## config.mk

```make
export PLATFORM = sky130hd
export DESIGN_NAME = fft_addr_gen
export DESIGN_NICKNAME = d
export VERILOG_FILES = /design/src/rtl/fft_addr_gen.sv
export SDC_FILE = /design/constraint.sdc
export NUM_CORES = 1
export LEC_CHECK = 0
export CAP_MARGIN = 15
export CORE_ASPECT_RATIO = 0.6
export CORE_MARGIN = 1
export CORE_UTILIZATION = 53
export DETAILED_ROUTE_END_ITERATION = 10
export PLACE_DENSITY_LB_ADDON = 0.05
export SKIP_LAST_GASP = 1
export SYNTH_ARGS = -nofsm -noshare
export SYNTH_HDL_FRONTEND = slang
export SYNTH_SLANG_ARGS = --single-unit
```

## constraint.sdc

```tcl
create_clock -name clk -period 6.4 [get_ports clk]
set_input_delay 0.64 -clock clk [delete_from_list [all_inputs] [get_ports clk]]
set_output_delay 0.64 -clock clk [all_outputs]
set_load 0.05 [all_outputs]
```

## src/rtl/fft_addr_gen.sv

```systemverilog
// fft_addr_gen: butterfly address scheduler for an in-place radix-2 DIT FFT.
// Each go walks the N/2 butterflies of one level, one per cycle, and issues the
// read pair plus twiddle index. The same pair is replayed as the write-back
// address BFLY_LATENCY cycles later.
// Optional build macro FFT_ADDR_GEN_BITREV_EN: bit-reverse the level-0 read
// addresses so that natural-order input needs no reordering in memory.
module fft_addr_gen #(
    parameter int unsigned FFT_SIZE     = 4096,
    parameter int unsigned LEVELS       = $clog2(FFT_SIZE),
    parameter int unsigned BFLY_LATENCY = 6
) (
    input  logic                          clk,
    input  logic                          reset,
    input  logic                          addr_gen_go,
    input  logic [$clog2(LEVELS)-1:0]     fft_level,
    output logic                          addr_gen_busy,
    output logic                          rd_en,
    output logic [$clog2(FFT_SIZE)-1:0]   rd_addr_a,
    output logic [$clog2(FFT_SIZE)-1:0]   rd_addr_b,
    output logic [$clog2(FFT_SIZE)-2:0]   tw_addr,
    output logic                          wr_en,
    output logic [$clog2(FFT_SIZE)-1:0]   wr_addr_a,
    output logic [$clog2(FFT_SIZE)-1:0]   wr_addr_b
);

    localparam int unsigned AW = $clog2(FFT_SIZE);
    localparam int unsigned KW = AW - 1;
    localparam logic [KW-1:0] K_LAST = KW'(FFT_SIZE / 2 - 1);

    typedef enum logic {
        IDLE = 1'b0,
        RUN  = 1'b1
    } state_t;

    state_t          state_q;
    state_t          state_d;
    logic [KW-1:0]   k_q;

    // Last issued values, shown on the read port while idle
    logic [AW-1:0]   last_a_q;
    logic [AW-1:0]   last_b_q;
    logic [KW-1:0]   last_tw_q;
    logic [AW-1:0]   last_nat_a_q;
    logic [AW-1:0]   last_nat_b_q;

    int unsigned     lvl;
    logic [AW-1:0]   k_ext;
    logic [AW-1:0]   pos;
    logic [AW-1:0]   nat_a;
    logic [AW-1:0]   nat_b;
    logic [KW-1:0]   tw_nat;
    logic [AW-1:0]   wr_src_a;
    logic [AW-1:0]   wr_src_b;

    logic            pipe_en_q [BFLY_LATENCY];
    logic [AW-1:0]   pipe_a_q  [BFLY_LATENCY];
    logic [AW-1:0]   pipe_b_q  [BFLY_LATENCY];

`ifdef FFT_ADDR_GEN_BITREV_EN
    function automatic logic [AW-1:0] bit_reverse(input logic [AW-1:0] x);
        logic [AW-1:0] r;
        for (int unsigned i = 0; i < AW; i++) begin
            r[i] = x[AW-1-i];
        end
        return r;
    endfunction
`endif

    // State register
    always_ff @(posedge clk or posedge reset) begin
        if (reset) begin
            state_q <= IDLE;
        end else begin
            state_q <= state_d;
        end
    end

    // Next-state logic: go is only honoured in IDLE, sweep ends on the last butterfly
    always_comb begin
        state_d = state_q;
        case (state_q)
            IDLE:    if (addr_gen_go) state_d = RUN;
            RUN:     if (k_q == K_LAST) state_d = IDLE;
            default: state_d = IDLE;
        endcase
    end

    // Butterfly address decode: insert a zero at bit s of k to form the top index
    always_comb begin
        lvl    = 32'(fft_level);
        k_ext  = AW'(k_q);
        pos    = k_ext & ((AW'(1) << lvl) - AW'(1));
        nat_a  = ((k_ext >> lvl) << (lvl + 32'd1)) | pos;
        nat_b  = nat_a + (AW'(1) << lvl);
        tw_nat = KW'(pos << (LEVELS - 32'd1 - lvl));
    end

    // Output decode; the level is read live because the controller updates it on the go edge
    always_comb begin
        addr_gen_busy = 1'b0;
        rd_en         = 1'b0;
        rd_addr_a     = last_a_q;
        rd_addr_b     = last_b_q;
        tw_addr       = last_tw_q;
        wr_src_a      = last_nat_a_q;
        wr_src_b      = last_nat_b_q;
        if (state_q == RUN) begin
            addr_gen_busy = 1'b1;
            rd_en         = 1'b1;
            rd_addr_a     = nat_a;
            rd_addr_b     = nat_b;
            tw_addr       = tw_nat;
            wr_src_a      = nat_a;
            wr_src_b      = nat_b;
`ifdef FFT_ADDR_GEN_BITREV_EN
            if (lvl == 32'd0) begin
                rd_addr_a = bit_reverse(nat_a);
                rd_addr_b = bit_reverse(nat_b);
            end
`endif
        end
    end

    // Butterfly counter and hold registers for the idle read port
    always_ff @(posedge clk or posedge reset) begin
        if (reset) begin
            k_q          <= '0;
            last_a_q     <= '0;
            last_b_q     <= '0;
            last_tw_q    <= '0;
            last_nat_a_q <= '0;
            last_nat_b_q <= '0;
        end else if (state_q == RUN) begin
            k_q          <= (k_q == K_LAST) ? '0 : k_q + KW'(1);
            last_a_q     <= rd_addr_a;
            last_b_q     <= rd_addr_b;
            last_tw_q    <= tw_addr;
            last_nat_a_q <= nat_a;
            last_nat_b_q <= nat_b;
        end
    end

    // Write-back delay line; free-running so the drain outlives the read sweep
    always_ff @(posedge clk or posedge reset) begin
        if (reset) begin
            for (int unsigned i = 0; i < BFLY_LATENCY; i++) begin
                pipe_en_q[i] <= 1'b0;
                pipe_a_q[i]  <= '0;
                pipe_b_q[i]  <= '0;
            end
        end else begin
            pipe_en_q[0] <= rd_en;
            pipe_a_q[0]  <= wr_src_a;
            pipe_b_q[0]  <= wr_src_b;
            for (int unsigned i = 1; i < BFLY_LATENCY; i++) begin
                pipe_en_q[i] <= pipe_en_q[i-1];
                pipe_a_q[i]  <= pipe_a_q[i-1];
                pipe_b_q[i]  <= pipe_b_q[i-1];
            end
        end
    end

    assign wr_en     = pipe_en_q[BFLY_LATENCY-1];
    assign wr_addr_a = pipe_a_q[BFLY_LATENCY-1];
    assign wr_addr_b = pipe_b_q[BFLY_LATENCY-1];

endmodule

```

Yosys cells after proc, flatten, opt, wreduce, memory -nomap -nowiden

Index checks and enable logic that the tools add are counted.

Flip-flop bits (word level): 197
Logic and storage cells: 44
Input port bits: 7
Output and inout bits: 62

Bitwise gates (word level): 3
$add $sub $neg: 5
Shifts and indexed selects: 4
Eq/ne operators: 1
Muxes and demuxes: 8

Operator list:

| kind                                                | number |
|---|---|
| left shift 12 x 32 -> 11 bit                        | 1 |
| two-way mux 12 bit                                  | 2 |
| two-way mux 11 bit                                  | 2 |
| adder 12 bit                                        | 1 |
| bitwise AND 11 x 12 -> 12 bit                       | 1 |
| bitwise OR 12 bit                                   | 1 |
| left shift 1 x 4 -> 12 bit (first input constant)   | 1 |
| left shift 12 x 5 -> 12 bit                         | 1 |
| >> shifter 11 x 4 -> 12 bit                         | 1 |
| subtractor 12 x 1 -> 12 bit (second input constant) | 1 |
| adder 11 x 1 -> 11 bit (second input constant)      | 1 |
| == test 11 bit (second input constant)              | 1 |
| adder 4 x 1 -> 5 bit (second input constant)        | 1 |
| subtractor 4 x 4 -> 5 bit (first input constant)    | 1 |
| two-way mux 1 bit                                   | 3 |
| one-hot mux 1 bit (2 select lines)                  | 1 |
| inverter 1 bit                                      | 1 |

Longest topological paths before layout

Gate-level depths: netlist of the first run.

Depth after elaboration: 6
Mapped depth: 22
Depth with buffers taken out: 17

Worst setup path before layout of the first run

Ideal clock, no wire load.

Kind: input-to-output
Start: in fft_level[0]
End: out rd_addr_b[11]
Data required time: 5760 ps
Path buffers: 7
Arrival: 5296 ps
Slack: 464 ps
Stages on the path: 20
Cells stage by stage: buf_6 -> buf_8 -> buf_6 -> inv_1 -> clkbuf_1 -> clkbuf_1 -> ha_1 -> buf_2 -> buf_1 -> nor2_1 -> a31oi_1 -> inv_1 -> ha_1 -> a21oi_1 -> inv_1 -> a2111oi_0 -> o22ai_1 -> and2_1 -> o31a_1 -> o211ai_1

Longest elaborated chain between the ends: 6
Elaborated cells on any way between the ends: 9

RTL lines:

| element                       | RTL line | text |
|---|---|---|
| start, declared               | 15       | `input logic [$clog2(LEVELS)-1:0] fft_level,` |
| left shift 1 x 4 -> 12 bit    | 92       | `pos = k_ext & ((AW'(1) << lvl) - AW'(1));` |
| subtractor 12 x 1 -> 12 bit   | 92       |  |
| bitwise AND 11 x 12 -> 12 bit | 92       |  |
| bitwise OR 12 bit (*)         | 93       | `nat_a = ((k_ext >> lvl) << (lvl + 32'd1)) \| pos;` |
| named net nat_a[1]            | 49       | `logic [AW-1:0] nat_a;` |
| adder 12 bit (*)              | 94       | `nat_b = nat_a + (AW'(1) << lvl);` |
| two-way mux 12 bit (*)        | 107      | `if (state_q == RUN) begin` |
| end, declared                 | 19       | `output logic [$clog2(FFT_SIZE)-1:0] rd_addr_b,` |

Mark *: on every way through the listed nets, which the timed path passes. The rest lies on a longest branch.

Worst setup path in the final report of the first run

Start: in fft_level[3]
End: out rd_addr_b[8]

Same word-level chain as after synthesis.

==> results of run 1 <==
==> layer usage <==
metal | track usage [%] | vias to the layer above | part of all wire [%]
li1 | - | 2983 | -
met1 | 40.9 | 3224 | 50
met2 | 38.7 | 250 | 42
met3 | 5.48 | 32 | 6.7
met4 | 8.38 | 2 | 1.4
met5 | 2.72 | - | 0.14
==> sequential cells by signal, summed over array words and instances (netlist names) <==
register / cells
k_q: 11
last_a_q: 12
last_b_q: 12
last_tw_q: 11
pipe_a_q: 60
pipe_b_q: 60
pipe_en_q: 5
state_q: 1
wr_addr_a: 12
wr_addr_b: 12
wr_en: 1
==> per-stage QoR <==
stage	hold WS, ns	utilization, %	setup WS (ns)	std cells
after CTS	0.348	63.6	0.591	1105
after floorplan	0.331	-	0.391	825
after global placement	0.332	60.0	0.732	1073
after detailed placement	0.335	60.0	0.598	1073
after global routing	0.357	63.6	0.180	1105
final	0.345	63.6	0.436	1105
==> worst max-delay path, cell delays in order <==
cell and delay, ns:
clkdlybuf4s50_1 0.69, or3b_1 0.54, o32ai_1 0.28, nor3_1 0.18, mux4_2 0.59, o31ai_1 0.31, buf_4 0.18, ha_1 0.28
a311oi_1 0.47, a21boi_2 0.17, a211oi_1 0.33, o2111ai_1 0.24, nand3_1 0.25, buf_12 0.16
==> synthesized netlist by cell type, drive strengths merged, types with 10 or more instances <==
library cell  count  share of area (%)
o21a             23                1.9
o2bb2ai          12                1.2
ha               20                2.8
o21ai            33                1.8
buf              41                3.3
xnor2            13                1.3
inv              37                1.5
nand2            54                2.2
nor2             68                2.8
clkbuf           34                1.4
nor2b            10               0.69
nand3            32                1.8
dfrtp           197                 54
a21oi            37                2.1
mux2i            24                2.6
==> logic make-up after synthesis <==
family	after synthesis	synth area share (%)
and+or+nand+nor	233	13.0
AOI/OAI and AO/OA	205	16.6
DFF	197	54.3
buffers and inverters	112	6.28
muxes	36	4.63
adders and majority gates	22	3.09
xor gates and xnor gates	20	2.01
==> worst paths after layout <==
| path | start | end | slack (ns) | cells after the start |
|---|---|---|---|---|
| setup / recovery | fft_level[3] | rd_addr_b[8] | 0.44 | 14 |
| hold / removal | pipe_b_q[51] | pipe_b_q[39] | 0.35 | 0 |
| setup reg to reg | k_q[10] | last_b_q[8] | 1.96 | 12 |
| hold reg to reg | pipe_b_q[51] | pipe_b_q[39] | 0.35 | 0 |
| max in group asynchronous | reset | pipe_a_q[52] | 4.25 | 3 |
| min in group asynchronous | reset | pipe_b_q[35] | 0.79 | 2 |
==> area by class of cell <==
type                    instances  share of cell area (%)
flip-flops and latches        197                    47.0
multi-input cells             516                    34.1
repair buffers                 95                    9.07
clock buffers                  18                    4.19
well taps                     228                    2.72
clock inverters                14                    1.56
inverters                      37                    1.40
==> power groups by stage <==
stage          sequential, mW  clock [mW]  combinational (mW)
6_report                 1.79        1.09                1.31
4_1_cts                  1.80        1.11                1.31
3_5_place_dp             1.82           0                1.31
2_1_floorplan            1.72           0               0.984
3_3_place_gp             1.79           0                1.29
5_1_grt                  1.83        1.16                1.40
==> summary.txt, run 1 <==
outcome = complete, no violations
First-pass DRT Iterations = 5
most common cell after layout, fill and taps aside = dfrtp_1
post-synthesis register bit count = 197
DRC viols = 0
Final setup viols = 0
syn_area_per_cell = 11.0 um^2
H-tree levels = 4
n_diodes = 0
First DRT Iteration DRCs = 723
fraction of layout cells with a size suffix above 1 = 12.4%
Core Area = 0.0165 mm^2
Syn-to-layout area delta = 15.6%
clk_lat worst skew = 0.45 ns
Seq pwr share = 42.7%
Gate power share = 31.3%
most frequently used flop master after synthesis = dfrtp_1
Post-Synthesis Cells = 825
largest net degree at the start of global routing = 137
Int Pwr = 2.65 mW
Register Area = 0.00493 mm^2
PortBufs = 68
mapped cell area = 0.00907 mm^2
Hold WC Path Type = flip-flop to flip-flop
CTS tree = yes
Peak VDD IR = 202 uV
Yosys cell types = 92
initial antenna violation count = 0
maxcap violations = 0
kind of critical path = primary input to output port
vias in the first global route = 6206
total negative slack = 0 ns
Leak = 4.78 nW
die height = 103 um
area of the multi-input gates = 0.00357 mm^2
Boundary Pins = 69
ys async rst share = 100%
Clock Skews = 0.00971 ns
Final Critical Period = 5.96 ns
Startpoint Class = primary input
effective utilization at floorplan = 55.0%
grt total ovfl = 0
CP required = 5.76 ns
Synth Net Count = 853
cts hold-fix bufs = 0
RSZ-0062 raised after global routing = no
Chip Width = 171 um
critical path fanouts, max = 14
Worst-path clk slew = 0.08 ns
vias = 6491
Vias/cell = 5.87
Warnings, synthesis = 0
# fillers = 1316
DPL Wire Length = 16.0 mm
total power = 4.19 mW
drt wl/cell = 20.3 um
most frequent cells in the layout = 196 x dfrtp_1, 68 x nor2_1, 56 x clkdlybuf4s50_1
fmax = 168 MHz
first-pass GRT wire length = 35.3 mm
Hold Fails Final Rpt = 0
post-route ant nets = 0
Slew Viols, Final = 0
Sink Count = 197
Design Area, Final = 0.0105 mm^2
postcts setup bufs = 0
Clk network pwr share = 26.0%
Post-synth EDFFs = 0
drt total wl = 22.4 mm
Psw = 1.54 mW
Cell Area, Placed = 0.00989 mm^2
Worst EP arrival = 5.32 ns
sw frac = 36.8%
PwrDens = 400 mW/mm^2
clk buf depth = 2
Placer Congestion = 0.939
final net count = 892
Global Route Usage Sum = 27.0%
relative slew slack = 39.9%
die area = 0.0177 mm^2
Period Utilization, post-route = 93.2%
post-CTS sizing = 0
CP Capture Type = output port
worst-margin pin slew = 0.902 ns
CTS Buf Count = 17
sequential fraction of the synthesis area = 54.3%
Clock Tree Root = clkbuf_16
Site Rows = 36
No activity file was read; power rests on OpenSTA's default activity.
==> run 2, diff against run 1 <==
- CTS_CLUSTER_DIAMETER: not set -> 60
==> results of run 2 <==
The final DEF is identical to that of run 1; final timing and power are the same.
